--- src/rtl/dispatch_scheduler_pkg.sv ---
// Shared types and constants for the dispatch scheduler: opcodes, queue select, RST entry.
package dispatch_scheduler_pkg;

    localparam int NUM_TAGS = 16;
    localparam int NUM_REGS = 32;
    localparam int TAG_W    = $clog2(NUM_TAGS);
    localparam int REG_W    = $clog2(NUM_REGS);

    localparam logic [6:0] R_TYPE = 7'b0110011;
    localparam logic [6:0] I_TYPE = 7'b0010011;
    localparam logic [6:0] S_TYPE = 7'b0100011;
    localparam logic [6:0] LW     = 7'b0000011;
    localparam logic [6:0] B_TYPE = 7'b1100011;

    // Bit order matches q_full: {div, mult, ldst, int}.
    typedef enum logic [3:0] {
        SEL_NONE = 4'b0000,
        SEL_INT  = 4'b0001,
        SEL_LDST = 4'b0010,
        SEL_MULT = 4'b0100,
        SEL_DIV  = 4'b1000
    } queue_sel_e;

    typedef struct packed {
        logic             busy;
        logic [TAG_W-1:0] tag;
    } rst_entry_t;

    function automatic queue_sel_e classify(input logic [6:0] opcode,
                                            input logic       func3_msb,
                                            input logic [6:0] func7);
        if (opcode == LW || opcode == S_TYPE) return SEL_LDST;
        if (opcode == R_TYPE && func7 == 7'b0000001) return func3_msb ? SEL_DIV : SEL_MULT;
        return SEL_INT;
    endfunction

    function automatic logic [TAG_W:0] count_ones(input logic [NUM_TAGS-1:0] v);
        logic [TAG_W:0] n;
        n = '0;
        for (int i = 0; i < NUM_TAGS; i++) n = n + {{TAG_W{1'b0}}, v[i]};
        return n;
    endfunction

endpackage

--- src/rtl/dispatch_scheduler_if.sv ---
// Bundle of IFQ, issue-queue, dispatch-bus and CDB signals. Perf outputs exist only with DISPATCH_PERF_EN.
interface dispatch_scheduler_if;
    import dispatch_scheduler_pkg::*;

    logic             ifq_empty;
    logic [6:0]       opcode;
    logic [2:0]       func3;
    logic [6:0]       func7;
    logic [4:0]       rs1;
    logic [4:0]       rs2;
    logic [4:0]       rd;
    logic             rd_en;
    logic             ifq_rd_en;
    logic [3:0]       q_full;
    logic [3:0]       disp_sel;
    logic [TAG_W-1:0] disp_tag;
    logic             disp_rs1_busy;
    logic             disp_rs2_busy;
    logic [TAG_W-1:0] disp_rs1_tag;
    logic [TAG_W-1:0] disp_rs2_tag;
    logic [4:0]       disp_rd;
    logic             disp_rd_en;
    logic [6:0]       disp_opcode;
    logic [2:0]       disp_func3;
    logic [6:0]       disp_func7;
    logic             cdb_valid;
    logic [TAG_W-1:0] cdb_tag;
    logic             flush;
    logic [TAG_W:0]   tags_free;
`ifdef DISPATCH_PERF_EN
    logic [31:0]      perf_disp_cnt;
    logic [31:0]      perf_stall_cnt;
`endif

    modport master (
        output ifq_empty, opcode, func3, func7, rs1, rs2, rd, rd_en, q_full,
               cdb_valid, cdb_tag, flush,
        input  ifq_rd_en, disp_sel, disp_tag, disp_rs1_busy, disp_rs2_busy,
               disp_rs1_tag, disp_rs2_tag, disp_rd, disp_rd_en, disp_opcode,
               disp_func3, disp_func7, tags_free
`ifdef DISPATCH_PERF_EN
        , input perf_disp_cnt, perf_stall_cnt
`endif
    );

    modport slave (
        input  ifq_empty, opcode, func3, func7, rs1, rs2, rd, rd_en, q_full,
               cdb_valid, cdb_tag, flush,
        output ifq_rd_en, disp_sel, disp_tag, disp_rs1_busy, disp_rs2_busy,
               disp_rs1_tag, disp_rs2_tag, disp_rd, disp_rd_en, disp_opcode,
               disp_func3, disp_func7, tags_free
`ifdef DISPATCH_PERF_EN
        , output perf_disp_cnt, perf_stall_cnt
`endif
    );

endinterface

--- src/rtl/dispatch_scheduler_reg_status_table.sv ---
// Register status table: per-register {busy, tag}, two bypassed read ports, one write port, CDB clear.
module dispatch_scheduler_reg_status_table
    import dispatch_scheduler_pkg::*;
(
    input  logic             clk,
    input  logic             rst,
    input  logic             flush,
    input  logic [REG_W-1:0] rs1,
    input  logic [REG_W-1:0] rs2,
    output rst_entry_t       src1,
    output rst_entry_t       src2,
    input  logic             clr_valid,
    input  logic [TAG_W-1:0] clr_tag,
    input  logic             wr_en,
    input  logic [REG_W-1:0] wr_reg,
    input  logic [TAG_W-1:0] wr_tag
);

    rst_entry_t table_q [NUM_REGS];

    // A source is ready if it is x0, not busy, or its producer is on the CDB right now.
    function automatic rst_entry_t resolve(input logic [REG_W-1:0] r, input rst_entry_t e,
                                           input logic cv, input logic [TAG_W-1:0] ct);
        if (r == '0 || !e.busy || (cv && ct == e.tag)) return '0;
        return e;
    endfunction

    always_comb begin
        src1 = resolve(rs1, table_q[rs1], clr_valid, clr_tag);
        src2 = resolve(rs2, table_q[rs2], clr_valid, clr_tag);
    end

    // NOTE: the table is small and its busy bits are architectural state, so every entry is
    // reset (and cleared on flush); non-blocking writes let the later dispatch write override the CDB clear.
    always_ff @(posedge clk) begin
        if (rst || flush) begin
            for (int i = 0; i < NUM_REGS; i++) table_q[i] <= '0;
        end else begin
            for (int i = 0; i < NUM_REGS; i++) begin
                if (clr_valid && table_q[i].busy && table_q[i].tag == clr_tag)
                    table_q[i].busy <= 1'b0;
            end
            if (wr_en && wr_reg != '0) table_q[wr_reg] <= {1'b1, wr_tag};
        end
    end

endmodule

--- src/rtl/dispatch_scheduler.sv ---
// In-order dispatch controller: classify, allocate tag, rename via RST, drive registered dispatch bus.
// Optional DISPATCH_PERF_EN adds dispatch and stall counters.
module dispatch_scheduler
    import dispatch_scheduler_pkg::*;
(
    input logic                 clk,
    input logic                 rst,
    dispatch_scheduler_if.slave bus
);

    queue_sel_e          target;
    logic [NUM_TAGS-1:0] free_q;
    logic [NUM_TAGS-1:0] free_d;
    logic [TAG_W-1:0]    alloc_tag;
    logic                fire;
    logic                cdb_hit;
    rst_entry_t          src1;
    rst_entry_t          src2;

    assign target  = classify(bus.opcode, bus.func3[2], bus.func7);
    assign fire    = !rst && !bus.ifq_empty && !(|(bus.q_full & 4'(target)))
                     && (|free_q) && !bus.flush;
    // CDB only matters for tags that are actually in flight, and never during flush.
    assign cdb_hit = bus.cdb_valid && !free_q[bus.cdb_tag] && !bus.flush;
    assign bus.ifq_rd_en = fire;

    // NOTE: every always_comb output gets a default first so no latch is inferred.
    always_comb begin
        alloc_tag = '0;
        for (int i = NUM_TAGS - 1; i >= 0; i--) begin
            if (free_q[i]) alloc_tag = TAG_W'(i);
        end
    end

    always_comb begin
        free_d = free_q;
        if (cdb_hit) free_d[bus.cdb_tag] = 1'b1;
        if (fire)    free_d[alloc_tag]   = 1'b0;
        if (bus.flush) free_d = '1;
    end

    always_ff @(posedge clk) begin
        if (rst) begin
            free_q        <= '1;
            bus.tags_free <= (TAG_W + 1)'(NUM_TAGS);
        end else begin
            free_q        <= free_d;
            bus.tags_free <= count_ones(free_d);
        end
    end

    dispatch_scheduler_reg_status_table u_reg_status_table (
        .clk       (clk),
        .rst       (rst),
        .flush     (bus.flush),
        .rs1       (bus.rs1),
        .rs2       (bus.rs2),
        .src1      (src1),
        .src2      (src2),
        .clr_valid (cdb_hit),
        .clr_tag   (bus.cdb_tag),
        .wr_en     (fire && bus.rd_en),
        .wr_reg    (bus.rd),
        .wr_tag    (alloc_tag)
    );

    // Dispatch bus: disp_sel pulses for one cycle; payload holds until the next dispatch.
    always_ff @(posedge clk) begin
        if (rst) begin
            bus.disp_sel      <= SEL_NONE;
            bus.disp_tag      <= '0;
            bus.disp_rs1_busy <= 1'b0;
            bus.disp_rs2_busy <= 1'b0;
            bus.disp_rs1_tag  <= '0;
            bus.disp_rs2_tag  <= '0;
            bus.disp_rd       <= '0;
            bus.disp_rd_en    <= 1'b0;
            bus.disp_opcode   <= '0;
            bus.disp_func3    <= '0;
            bus.disp_func7    <= '0;
        end else begin
            bus.disp_sel <= fire ? target : SEL_NONE;
            if (fire) begin
                bus.disp_tag      <= alloc_tag;
                bus.disp_rs1_busy <= src1.busy;
                bus.disp_rs2_busy <= src2.busy;
                bus.disp_rs1_tag  <= src1.tag;
                bus.disp_rs2_tag  <= src2.tag;
                bus.disp_rd       <= bus.rd;
                bus.disp_rd_en    <= bus.rd_en;
                bus.disp_opcode   <= bus.opcode;
                bus.disp_func3    <= bus.func3;
                bus.disp_func7    <= bus.func7;
            end
        end
    end

`ifdef DISPATCH_PERF_EN
    always_ff @(posedge clk) begin
        if (rst) begin
            bus.perf_disp_cnt  <= '0;
            bus.perf_stall_cnt <= '0;
        end else begin
            if (fire) bus.perf_disp_cnt <= bus.perf_disp_cnt + 32'd1;
            if (!bus.ifq_empty && !fire) bus.perf_stall_cnt <= bus.perf_stall_cnt + 32'd1;
        end
    end
`endif

endmodule

--- src/flat_wrapper.sv ---
// flat-port wrapper written by rule: the top's interface ports become plain ports
module dispatch_scheduler_flat import dispatch_scheduler_pkg::*;
  (clk, rst, bus_ifq_empty, bus_opcode, bus_func3, bus_func7, bus_rs1, bus_rs2, bus_rd, bus_rd_en, bus_q_full, bus_cdb_valid, bus_cdb_tag, bus_flush, bus_ifq_rd_en, bus_disp_sel, bus_disp_tag, bus_disp_rs1_busy, bus_disp_rs2_busy, bus_disp_rs1_tag, bus_disp_rs2_tag, bus_disp_rd, bus_disp_rd_en, bus_disp_opcode, bus_disp_func3, bus_disp_func7, bus_tags_free);
  dispatch_scheduler_if bus_i ();
  input logic clk;
  input logic rst;
  input wire logic [$bits(bus_i.ifq_empty)-1:0] bus_ifq_empty;
  input wire logic [$bits(bus_i.opcode)-1:0] bus_opcode;
  input wire logic [$bits(bus_i.func3)-1:0] bus_func3;
  input wire logic [$bits(bus_i.func7)-1:0] bus_func7;
  input wire logic [$bits(bus_i.rs1)-1:0] bus_rs1;
  input wire logic [$bits(bus_i.rs2)-1:0] bus_rs2;
  input wire logic [$bits(bus_i.rd)-1:0] bus_rd;
  input wire logic [$bits(bus_i.rd_en)-1:0] bus_rd_en;
  input wire logic [$bits(bus_i.q_full)-1:0] bus_q_full;
  input wire logic [$bits(bus_i.cdb_valid)-1:0] bus_cdb_valid;
  input wire logic [$bits(bus_i.cdb_tag)-1:0] bus_cdb_tag;
  input wire logic [$bits(bus_i.flush)-1:0] bus_flush;
  output wire logic [$bits(bus_i.ifq_rd_en)-1:0] bus_ifq_rd_en;
  output wire logic [$bits(bus_i.disp_sel)-1:0] bus_disp_sel;
  output wire logic [$bits(bus_i.disp_tag)-1:0] bus_disp_tag;
  output wire logic [$bits(bus_i.disp_rs1_busy)-1:0] bus_disp_rs1_busy;
  output wire logic [$bits(bus_i.disp_rs2_busy)-1:0] bus_disp_rs2_busy;
  output wire logic [$bits(bus_i.disp_rs1_tag)-1:0] bus_disp_rs1_tag;
  output wire logic [$bits(bus_i.disp_rs2_tag)-1:0] bus_disp_rs2_tag;
  output wire logic [$bits(bus_i.disp_rd)-1:0] bus_disp_rd;
  output wire logic [$bits(bus_i.disp_rd_en)-1:0] bus_disp_rd_en;
  output wire logic [$bits(bus_i.disp_opcode)-1:0] bus_disp_opcode;
  output wire logic [$bits(bus_i.disp_func3)-1:0] bus_disp_func3;
  output wire logic [$bits(bus_i.disp_func7)-1:0] bus_disp_func7;
  output wire logic [$bits(bus_i.tags_free)-1:0] bus_tags_free;
  assign bus_i.ifq_empty = bus_ifq_empty;
  assign bus_i.opcode = bus_opcode;
  assign bus_i.func3 = bus_func3;
  assign bus_i.func7 = bus_func7;
  assign bus_i.rs1 = bus_rs1;
  assign bus_i.rs2 = bus_rs2;
  assign bus_i.rd = bus_rd;
  assign bus_i.rd_en = bus_rd_en;
  assign bus_i.q_full = bus_q_full;
  assign bus_i.cdb_valid = bus_cdb_valid;
  assign bus_i.cdb_tag = bus_cdb_tag;
  assign bus_i.flush = bus_flush;
  assign bus_ifq_rd_en = bus_i.ifq_rd_en;
  assign bus_disp_sel = bus_i.disp_sel;
  assign bus_disp_tag = bus_i.disp_tag;
  assign bus_disp_rs1_busy = bus_i.disp_rs1_busy;
  assign bus_disp_rs2_busy = bus_i.disp_rs2_busy;
  assign bus_disp_rs1_tag = bus_i.disp_rs1_tag;
  assign bus_disp_rs2_tag = bus_i.disp_rs2_tag;
  assign bus_disp_rd = bus_i.disp_rd;
  assign bus_disp_rd_en = bus_i.disp_rd_en;
  assign bus_disp_opcode = bus_i.disp_opcode;
  assign bus_disp_func3 = bus_i.disp_func3;
  assign bus_disp_func7 = bus_i.disp_func7;
  assign bus_tags_free = bus_i.tags_free;
  dispatch_scheduler u_core (.clk(clk), .rst(rst), .bus(bus_i));
endmodule
--- config.mk ---
export PLATFORM = sky130hd
export DESIGN_NAME = dispatch_scheduler_flat
export DESIGN_NICKNAME = d
export VERILOG_FILES = /design/src/rtl/dispatch_scheduler_pkg.sv /design/src/rtl/dispatch_scheduler_if.sv /design/src/rtl/dispatch_scheduler_reg_status_table.sv /design/src/rtl/dispatch_scheduler.sv /design/src/flat_wrapper.sv
export SDC_FILE = /design/constraint.sdc
export NUM_CORES = 1
export LEC_CHECK = 0
export CORE_MARGIN = 2
export CORE_UTILIZATION = 60
export CTS_CLUSTER_DIAMETER = 120
export DETAILED_ROUTE_END_ITERATION = 10
export PLACE_DENSITY = 0.86
export SETUP_SLACK_MARGIN = 0.4
export SLEW_MARGIN = 20
export SYNTH_ARGS = -nofsm -noshare
export SYNTH_HDL_FRONTEND = slang
export SYNTH_SLANG_ARGS = --single-unit
--- constraint.sdc ---
create_clock -name clk -period 11.1 [get_ports clk]
set_clock_uncertainty 0.2 [all_clocks]
set_input_delay 3.33 -clock clk [delete_from_list [all_inputs] [get_ports clk]]
set_output_delay 3.33 -clock clk [all_outputs]
set_load 0.1 [all_outputs]
== After elaboration in Yosys (flattened, before gate mapping) ==
Memories as Yosys holds them, arrays and structs flattened.
Cells that the tools add are included.
Storage, ports and cells
  RAM bits: 160
  logic and storage cells: 376
  memories: 1
  output and inout port bits: 47
  bits of input ports: 46
  bits in registers: 62
Memory list
  u_core.u_reg_status_table.table_q: words 32, bits a word 5, rd ports 34, clocked after memory_dff 0, write ports 33, RTL line dispatch_scheduler_reg_status_table.sv:19  | rst_entry_t table_q [NUM_REGS];
Cells by class
  reductions and logical operators: 96
  muxes and demuxes: 172
  bitwise operators: 37
  magnitude comparators: 4
  add/subtract/negate cells: 15
  equal/unequal tests: 38
Operators with widths (count)
  1-bit 2-to-1 mux: 141
  4-bit == test: 34
  4-bit 2-to-1 mux: 21
  1-bit logical AND: 77
  5-bit by 1-bit adder with 5-bit output: 14
  16-bit 2-to-1 mux: 3
  1-bit bitwise OR: 32
  5-bit 2-to-1 mux: 4
  16-bit AND: 1
  16-bit NOT: 1
  16-bit bitwise OR: 1
  16-bit OR reduction: 1
  7-bit by 6-bit == test with 1-bit output, second input constant: 2
  5-bit logical NOT: 2
  4-bit by 5-bit < comparator with 1-bit output, second input constant: 2
  1-bit demux with 4-bit select: 2
  4-bit by 1-bit greater-or-equal comparator with 1-bit output, second input constant: 2
  7-bit by 1-bit == test with 1-bit output, second input constant: 1
  7-bit by 2-bit == test with 1-bit output, second input constant: 1
  1-bit logical NOT: 7
  1-bit logical OR: 6
  5-bit nonzero test: 1
  4-bit AND: 1
  1-bit binary-select mux with 4-bit select: 1
  other kinds (4): 4

== Logic depth before layout (Yosys ltp) ==
Gate-level depths: netlist of run 1.
  depth after elaboration: 39
  mapped depth: 25
  mapped depth without buffers: 23

== Modules after synthesis ==
A second synthesis of run 1 with hierarchy kept.
Second synthesis, totals
  cells, all modules: 1318
  area, all modules: 14015.9 um^2
Modules (own cells, without submodules)
  dispatch_scheduler_reg_status_table: instances 1, sequential area each 4464.3 um^2, area an instance 10567.6 um^2, cells an instance 929
  dispatch_scheduler: instances 1, sequential area each 1241.2 um^2, area an instance 3448.3 um^2, cells an instance 389

== Least setup slack after synthesis of run 1 ==
Ideal clock, no wire load.
  path type: input port to output port
  start: in bus_opcode[2]
  end: out bus_ifq_rd_en
  path buffers: 2
  data required time: 7.570 ns
  slack: 2.133 ns
  stages on the path: 7
  arrival time: 5.437 ns
  path through: or4_1 > clkbuf_1 > a21o_1 > nand2_1 > nand4_1 > inv_2 > clkbuf_1
Between the ends
  cells in the longest elaborated chain, start to end: 12
  elaborated cells on any way between the ends: 17
  classes of those cells: eq/ne (3); mux (6); bitwise (1); reduce/logical (7)
RTL lines
  start, declared: RTL line flat_wrapper.sv:8  | input wire logic [$bits(bus_i.opcode)-1:0] bus_opcode;
  7-bit by 6-bit == test with 1-bit output: RTL line dispatch_scheduler_pkg.sv:33  | if (opcode == R_TYPE && func7 == 7'b0000001) return func3_msb ? SEL_DIV : SEL_MULT;
  1-bit logical AND: RTL line dispatch_scheduler_pkg.sv:33
  1-bit 2-to-1 mux (2 in a row): RTL line dispatch_scheduler_pkg.sv:33
  4-bit 2-to-1 mux: RTL line dispatch_scheduler_pkg.sv:34  | return SEL_INT;
  4-bit 2-to-1 mux *: RTL line dispatch_scheduler_pkg.sv:33
  4-bit AND *: RTL line dispatch_scheduler.sv:21  | assign fire = !rst && !bus.ifq_empty && !(|(bus.q_full & 4'(target)))
  4-bit OR reduction *: RTL line dispatch_scheduler.sv:21
  1-bit logical NOT *: RTL line dispatch_scheduler.sv:21
  1-bit logical AND *: RTL line dispatch_scheduler.sv:21
  1-bit logical AND * (2 in a row): RTL line dispatch_scheduler.sv:22  | && (|free_q) && !bus.flush;
  end, declared: RTL line flat_wrapper.sv:19  | output wire logic [$bits(bus_i.ifq_rd_en)-1:0] bus_ifq_rd_en;
Mark *: on every way between the ends. The rest lies on a longest branch, timed or not. The select of a mux whose other input is x is not followed.

== Worst setup path in the final report of run 1 ==
Ends and elaborated chain as after synthesis.

==> results of run 1 <==
-- report_power, final --
group          switching [µW]  internal [µW]  total [µW]  leakage (µW)
logic                     138           99.5         237       0.00247
clock network             330            411         742      0.000353
registers                29.4            888         918       0.00217
-- cells in the mapped netlist, types with 3 or more instances --
master                     instances  area (µm²)
sky130_fd_sc_hd__nand2_1         171         642
sky130_fd_sc_hd__nor2_1          161         604
sky130_fd_sc_hd__xnor2_1         131        1150
sky130_fd_sc_hd__edfxtp_1        128        3840
sky130_fd_sc_hd__dfxtp_1          93        1860
sky130_fd_sc_hd__mux4_2           79        1780
sky130_fd_sc_hd__clkbuf_1         48         180
sky130_fd_sc_hd__a21oi_1          47         235
sky130_fd_sc_hd__nand4_1          39         244
sky130_fd_sc_hd__mux2i_1          34         340
sky130_fd_sc_hd__o211ai_1         33         248
sky130_fd_sc_hd__buf_2            18        90.1
sky130_fd_sc_hd__inv_1            18        67.6
sky130_fd_sc_hd__nand2b_1         15        93.8
sky130_fd_sc_hd__a31oi_1          14        87.6
sky130_fd_sc_hd__nor2b_1          13        81.3
sky130_fd_sc_hd__o21ai_1          12        60.1
sky130_fd_sc_hd__buf_4            11        82.6
sky130_fd_sc_hd__buf_1            10        37.5
sky130_fd_sc_hd__fa_1             10         200
sky130_fd_sc_hd__nand3_1           9        45.0
sky130_fd_sc_hd__nor3_1            9        45.0
sky130_fd_sc_hd__nor4_1            9        56.3
sky130_fd_sc_hd__a21o_1            6        45.0
sky130_fd_sc_hd__a31o_1            6        52.6
sky130_fd_sc_hd__and2_1            6        37.5
sky130_fd_sc_hd__and3_1            5        31.3
sky130_fd_sc_hd__ha_1              5        62.6
sky130_fd_sc_hd__mux2_2            5        56.3
sky130_fd_sc_hd__nand3b_1          5        37.5
sky130_fd_sc_hd__o21ai_0           5        25.0
sky130_fd_sc_hd__or2_1             4        25.0
sky130_fd_sc_hd__buf_6             3        33.8
sky130_fd_sc_hd__nor3_4            3        48.8
sky130_fd_sc_hd__nor3b_1           3        22.5
sky130_fd_sc_hd__o31ai_1           3        22.5
sky130_fd_sc_hd__xor2_1            3        26.3
-- worst max-delay path, delay by kind of cell --
family | cells | cell delay, ns
buf+inv | 4 | 1.10
simple gates | 3 | 0.86
compound gates | 1 | 0.23
-- how the worst min path moves through the flow --
stage                                                         start                                                    to  slack, ns  depth (start not counted)
4_1_cts                     u_core.bus.disp_rs2_tag[1]$_SDFFE_PP0P_               u_core.bus.disp_rs2_tag[1]$_SDFFE_PP0P_       0.25                          2
3_5_place_dp                  u_core.bus.disp_rs1_busy$_SDFFE_PP0P_                 u_core.bus.disp_rs1_busy$_SDFFE_PP0P_       0.24                          2
6_report                      u_core.bus.disp_rs2_busy$_SDFFE_PP0P_                 u_core.bus.disp_rs2_busy$_SDFFE_PP0P_       0.25                          2
3_3_place_gp                  u_core.bus.disp_rs2_busy$_SDFFE_PP0P_                 u_core.bus.disp_rs2_busy$_SDFFE_PP0P_       0.23                          2
2_1_floorplan  u_core.u_reg_status_table.table_q[3][4]$_SDFFE_PP1P_  u_core.u_reg_status_table.table_q[3][4]$_SDFFE_PP1P_       0.27                          2
5_1_grt                     u_core.bus.disp_rs2_tag[1]$_SDFFE_PP0P_               u_core.bus.disp_rs2_tag[1]$_SDFFE_PP0P_       0.26                          2
-- cell families (layout without fill, tap and decap cells) --
group	Yosys count	in the layout
xor gates and xnor gates	134	134
DFF	221	221
other	1	4
buffers and inverters	110	173
AOI/OAI and AO/OA	150	150
and+or+nand+nor	466	466
adders and majority gates	15	15
muxes	118	118
-- cell usage in the layout, fill, tap and decap left out, drive strengths merged, types with 6 or more instances in the layout --
cell,n
nand2,171
dfxtp,93
nor3,14
a31oi,14
mux4,79
mux2i,34
nand2b,15
a21o,6
o211ai,33
clkdlybuf4s50,83
xnor2,131
nand4,39
edfxtp,128
nor4,10
nor2b,13
buf,28
a21oi,47
o21ai,17
nand3,9
or2,6
inv,20
clkinv,13
clkbuf,27
fa,10
nor2,162
and2,6
a31o,8
-- through the flow --
step	hold slack, ns	cells	power [µW]
after floorplan	0.273	1218	1090
after global placement	0.231	1514	1160
after detailed placement	0.237	1514	1160
after CTS	0.254	1556	1890
after global routing	0.264	1556	1940
final	0.253	1556	1900
-- layer usage --
| metal | wire length [µm] | vias up | share of wire, % |
|---|---|---|---|
| li1 | - | 4486 | - |
| met1 | 13300 | 5016 | 34 |
| met2 | 17400 | 945 | 45 |
| met3 | 6090 | 188 | 16 |
| met4 | 1870 | 0 | 4.8 |
| met5 | 0 | - | 0 |
-- area by class of cell --
class	instances	area (µm²)
Inverter	20	75.1
Sequential cell	221	5710
Fill cell	1475	6430
Tap cell	275	344
Clock inverter	15	106
Multi-Input combinational cell	887	6790
Timing Repair Buffer	111	1030
Clock buffer	27	601
-- state kept, by name, summed over array words and instances (netlist names) --
signal	flops
u_core.bus.disp_func3	3
u_core.bus.disp_func7	7
u_core.bus.disp_opcode	7
u_core.bus.disp_rd	5
u_core.bus.disp_rd_en	1
u_core.bus.disp_rs1_busy	1
u_core.bus.disp_rs1_tag	4
u_core.bus.disp_rs2_busy	1
u_core.bus.disp_rs2_tag	4
u_core.bus.disp_sel	4
u_core.bus.disp_tag	4
u_core.bus.tags_free	5
u_core.free_q	16
u_core.u_reg_status_table.table_q	159
==> metrics, run 1 <==
Synth Flop Type sky130_fd_sc_hd__edfxtp_1; die span in y 151 µm; largest net degree at the start of global routing 79; Setup crit start kind input port; weighted congestion at the end of routability-driven global placement 1.01; Clock Sink Count 221; vias after detailed routing 10600; worst endpoint data arrival time 5.53 ns; Layout Utilization 69.5%; post-placement worst setup slack 1.62 ns; antenna violations before repair 0; count of buffers added by post-CTS timing repair for setup 0; vias in the first global route 10500; last element of the critical path bus_ifq_rd_en; fraction of the mapped netlist area in compound gates 7.59%; post-layout net count 1325; GR met3 Demand/Resource 11.5%; main combinational cell family by area after synthesis multiplexers; busiest grt layer met2; top-level port count 93; root buffer cell sky130_fd_sc_hd__clkbuf_16; proportion of register bits with asynchronous set or reset after synthesis 0%; simple-gate share of the synthesized area 16.5%; gr ovfl total 0; post-synthesis share of cell area spent on xor and xnor gates 9.07%; total negative slack 0 ns; count of routing violations after the opening detailed-route iteration 1693; global-route usage over all layers 34.9%; adder-cell share of the synthesized area 2.03%; post-cts resize count 0; area of the die 22800 µm²; RSZ-0062 raised after global routing false; first-pass GRT wire length 59400 µm; class of the most critical setup path in2out; clock tree from TritonCTS yes; leakage power figure 0.00499 µW; total wirelength of the detailed-routed design 38700 µm; total count of max-transition violations in the final report 0; M2 GR Usage 54.1%; # rows 53; Vias per Instance 6.83; Worst-path clk slew 0.06 ns; Worst Tran Pin Value 1.01 ns; count of H-tree levels built during CTS 1; placeable core region 21100 µm²; timing startpoint of the critical path bus_opcode[2]; sort of element at the end of the critical path output port; average wire per standard cell 24.8 µm; CP max-delay cell sky130_fd_sc_hd__or4_1; setup slack of the critical path after layout 2.04 ns; total of hold buffers inserted after clock tree synthesis 0; final antenna-violating net count 0; share of the cycle needed by the critical path after routing 81.6%; Placement Cell Area 13900 µm²; Reg2Reg Setup Slack 4.92 ns; max_cap viols 0; die span in x 151 µm; Setup Viol. Count Final 0; flip-flop and latch count after synthesis 221; Data required, critical path 7.57 ns; DRC viols 0; layout cell share with drive strength beyond 1 12.8%; global-route track usage on met1 45.2%; Detail Placement HPWL 26500 µm; clock period minus worst slack 9.06 ns; critical path's largest stage delay 0.67 ns; path class of the lowest-slack min-delay path reg2reg; multiplexer area fraction after synthesis 16.8%; Max IR drop VDD 105 µV; antenna cell count 0; number of iterations in the first detailed-routing pass 6; destination of the worst register-to-register timing path u_core.bus.tags_free[1]$_SDFF_PP0_; run status complete, no violations; highest net fanout along the worst path 35; quantity of I/O buffers inserted on ports 92; FF-to-FF path depth 21; Synth cell types 68; Synth Cell Area 12900 µm²; worst flop-to-flop path startpoint u_core.free_q[10]$_SDFF_PP1_; final-report hold violation count 0; starting density of the core 61.4%; Synthesis Warnings 0; clk_lat worst skew 0.54 ns; EDFF count, synth 128; share of the yosys chip area belonging to registers 44.1%; number of buffers on the longest clock path 3; power density of the placed cells 129 nW/µm²; average instance area after synthesis 10.7 µm²; cell area after layout 14700 µm²; number of buffers created by CTS 23; Max transition margin 32.5%; maximum frequency from static timing analysis 0.110 GHz; number of instances in the synthesized netlist 1215; Area Overhead vs Synth 13.2%; CP cell instances clkdlybuf4s50_1 -> or4_1 -> a21o_1 -> nand2_1 -> nand4_1 -> inv_2 -> buf_4 -> buf_12
Note: power is estimated with default switching activity, not from simulation.
==> inputs of run 2 (changes only) <==
--- a/config.mk
+++ b/config.mk
@@ -6,10 +6,10 @@
 export NUM_CORES = 1
 export LEC_CHECK = 0
 export CORE_MARGIN = 2
-export CORE_UTILIZATION = 60
+export CORE_UTILIZATION = 54
 export CTS_CLUSTER_DIAMETER = 120
 export DETAILED_ROUTE_END_ITERATION = 10
-export PLACE_DENSITY = 0.86
+export PLACE_DENSITY = 0.82
 export SETUP_SLACK_MARGIN = 0.4
 export SLEW_MARGIN = 20
 export SYNTH_ARGS = -nofsm -noshare
==> constraint.sdc (replaced) <==
create_clock -name clk -period 7.8 [get_ports clk]
set_clock_uncertainty 0.2 [all_clocks]
set_input_delay 2.34 -clock clk [delete_from_list [all_inputs] [get_ports clk]]
set_output_delay 2.34 -clock clk [all_outputs]
set_load 0.1 [all_outputs]
==> metrics, run 2 (same netlist as run 1, synthesis figures left out) <==
sort of element at the end of the critical path flop; DRC viols 0 (unchanged); gr ovfl total 0 (unchanged); average wire per standard cell 23.7 µm (-4.5%); quantity of I/O buffers inserted on ports 92 (unchanged); # rows 56 (+5.7%); layout cell share with drive strength beyond 1 15.2% (+2.4 points); Setup Viol. Count Final 0 (unchanged); Layout fillers 1799 (+22%); run status complete, no violations; largest net degree at the start of global routing 79 (unchanged); maximum frequency from static timing analysis 0.138 GHz; Setup crit start kind input port; Vias per Instance 6.53 (-4.5%); worst endpoint data arrival time 7.45 ns (+1.92 ns); global-route usage over all layers 29.8% (-5.0 points); area occupied by multi-input gates 6890 µm² (+1.5%); largest registers u_core.u_reg_status_table.table_q (159), u_core.free_q (16); Detail Placement HPWL 26400 µm (-0.10%); total placed cells including tap cells 1571 (+3.8%); vias in the first global route 10300 (-2.4%); share of the cycle needed by the critical path after routing 93.0%; clock tree from TritonCTS yes; total count of max-transition violations in the final report 0 (unchanged); most common cell after layout, fill and taps aside sky130_fd_sc_hd__nand2_1; Clock Sink Count 221 (unchanged); number of buffers created by CTS 25 (+8.7%); Placement Cell Area 14100 µm² (+1.3%); RSZ-0062 raised after global routing false; antenna violations before repair 0 (unchanged); starting density of the core 55.1% (-6.2 points); final antenna-violating net count 0 (unchanged); die span in y 159 µm (+5.3%); most frequent cells in the layout sky130_fd_sc_hd__nand2_1 (171), sky130_fd_sc_hd__nor2_1 (159), sky130_fd_sc_hd__xnor2_1 (131), sky130_fd_sc_hd__edfxtp_1 (128), sky130_fd_sc_hd__dfxtp_1 (93); path class of the lowest-slack min-delay path reg2reg; area of the die 25200 µm² (+11%); Worst-path clk slew 0.06 ns (about the same); highest net fanout along the worst path 5 (-86%); Max transition margin 31.3% (-1.2 points); placeable core region 23500 µm² (+11%); Max IR drop VDD 181 µV (+72%); Area Overhead vs Synth 16.0%; top-level port count 93 (unchanged); count of H-tree levels built during CTS 1 (unchanged); total wirelength of the detailed-routed design 38400 µm (-0.71%); Sequential cell area 5710 µm² (unchanged); register with the most flip-flops u_core.u_reg_status_table.table_q; Data required, critical path 8.00 ns (+0.43 ns); class of the most critical setup path in2reg; vias after detailed routing 10600 (-0.68%); final-report hold violation count 0 (unchanged); clk_lat worst skew 0.53 ns (about the same); antenna cell count 0 (unchanged); total negative slack 0 ns (unchanged); clock period minus worst slack 7.25 ns; leakage power figure 0.00516 µW (+3.3%); number of iterations in the first detailed-routing pass 5 (-1); post-layout net count 1341 (+1.2%); first-pass GRT wire length 58400 µm (-1.7%); cell area after layout 15000 µm² (+2.5%); power density of the placed cells 185 nW/µm² (+43%); number of cells on the worst hold path 2 (unchanged); Worst Tran Pin Value 1.03 ns (+0.0186 ns); count of routing violations after the opening detailed-route iteration 1282 (-24%); max_cap viols 0 (unchanged); FF-to-FF path depth 20 (-4.8%); number of flip-flops in the largest register 159 (unchanged); post-route insts no fill 1618 (+4.0%); number of buffers on the longest clock path 3 (unchanged); weighted congestion at the end of routability-driven global placement 1.01 (+0.18%); die span in x 159 µm (+5.3%); root buffer cell sky130_fd_sc_hd__clkbuf_16
## run 2: path summary, 6_finish.rpt
| path | startpoint | to | slack [ns] |
|---|---|---|---|
| max | bus_opcode[2] | u_core.bus.tags_free[1]$_SDFF_PP0_ | 0.55 |
| min | u_core.bus.disp_rs2_busy$_SDFFE_PP0P_ | u_core.bus.disp_rs2_busy$_SDFFE_PP0P_ | 0.25 |
| max reg2reg | u_core.free_q[14]$_SDFF_PP1_ | u_core.bus.tags_free[1]$_SDFF_PP0_ | 1.91 |
| min reg2reg | u_core.bus.disp_rs2_busy$_SDFFE_PP0P_ | u_core.bus.disp_rs2_busy$_SDFFE_PP0P_ | 0.25 |
## run 2: worst max-delay path, cell delays in order
cell	delay, ns
sky130_fd_sc_hd__clkdlybuf4s50_1	0.41
sky130_fd_sc_hd__or4_4	0.52
sky130_fd_sc_hd__or3_1	0.36
sky130_fd_sc_hd__nand4_1	0.15
sky130_fd_sc_hd__inv_2	0.06
sky130_fd_sc_hd__and2_4	0.15
sky130_fd_sc_hd__a31o_4	0.25
sky130_fd_sc_hd__nand2b_4	0.07
sky130_fd_sc_hd__ha_4	0.20
sky130_fd_sc_hd__inv_2	0.05
sky130_fd_sc_hd__fa_1	0.40
sky130_fd_sc_hd__inv_1	0.08
sky130_fd_sc_hd__fa_1	0.43
sky130_fd_sc_hd__fa_1	0.50
sky130_fd_sc_hd__inv_1	0.05
sky130_fd_sc_hd__fa_1	0.45
sky130_fd_sc_hd__fa_2	0.35
sky130_fd_sc_hd__inv_2	0.07
sky130_fd_sc_hd__fa_2	0.41
sky130_fd_sc_hd__nor2b_1	0.14
## run 2: cell type report
class | count | share of cell area [%]
tap | 319 | 2.66
multi-input combinational | 887 | 45.9
clock inverter | 14 | 0.692
inverter | 20 | 0.500
timing repair buffer | 125 | 7.63
sequential | 221 | 38.0
clock buffer | 32 | 4.61
## run 2: per-stage QoR
stage	hold WS, ns	util (%)	total power, µW	setup slack, ns
6_report	0.248	64.0	2780	0.550
5_1_grt	0.266	64.0	2850	0.438
4_1_cts	0.244	63.7	2770	0.433
3_5_place_dp	0.235	60.2	1660	-0.159
3_3_place_gp	0.233	60.1	1650	-0.0626
2_1_floorplan	0.273	-	1550	0.402
## run 2: timing repair
item,in CTS,in global routing
pin swaps,8,9
setup endpoints to repair,2,4
buffers inserted,1,0
resized for setup,8,11
hold endpoints to repair,0,0
hold buffers,0,0
## run 2: layer usage
metal	wire length (µm)	global-route usage, %
met3	5550	7.52
met1	13600	39.7
met4	1780	13.3
met5	0	0
met2	17400	46.4
## run 2: power by group
part	internal [µW]	switching, µW	total [µW]
Combinational	143	195	339
Sequential	1260	40.6	1300
Clock	659	475	1130
==> inputs of run 3 (changes only) <==
--- a/config.mk
+++ b/config.mk
@@ -5,10 +5,12 @@
 export SDC_FILE = /design/constraint.sdc
 export NUM_CORES = 1
 export LEC_CHECK = 0
+export CAP_MARGIN = 15
 export CORE_MARGIN = 2
 export CORE_UTILIZATION = 54
 export CTS_CLUSTER_DIAMETER = 120
 export DETAILED_ROUTE_END_ITERATION = 10
+export HOLD_SLACK_MARGIN = 0.1
 export PLACE_DENSITY = 0.82
 export SETUP_SLACK_MARGIN = 0.4
 export SLEW_MARGIN = 20
==> results of run 3 <==
No change in the layout: final DEF, timing and power equal those of run 2.
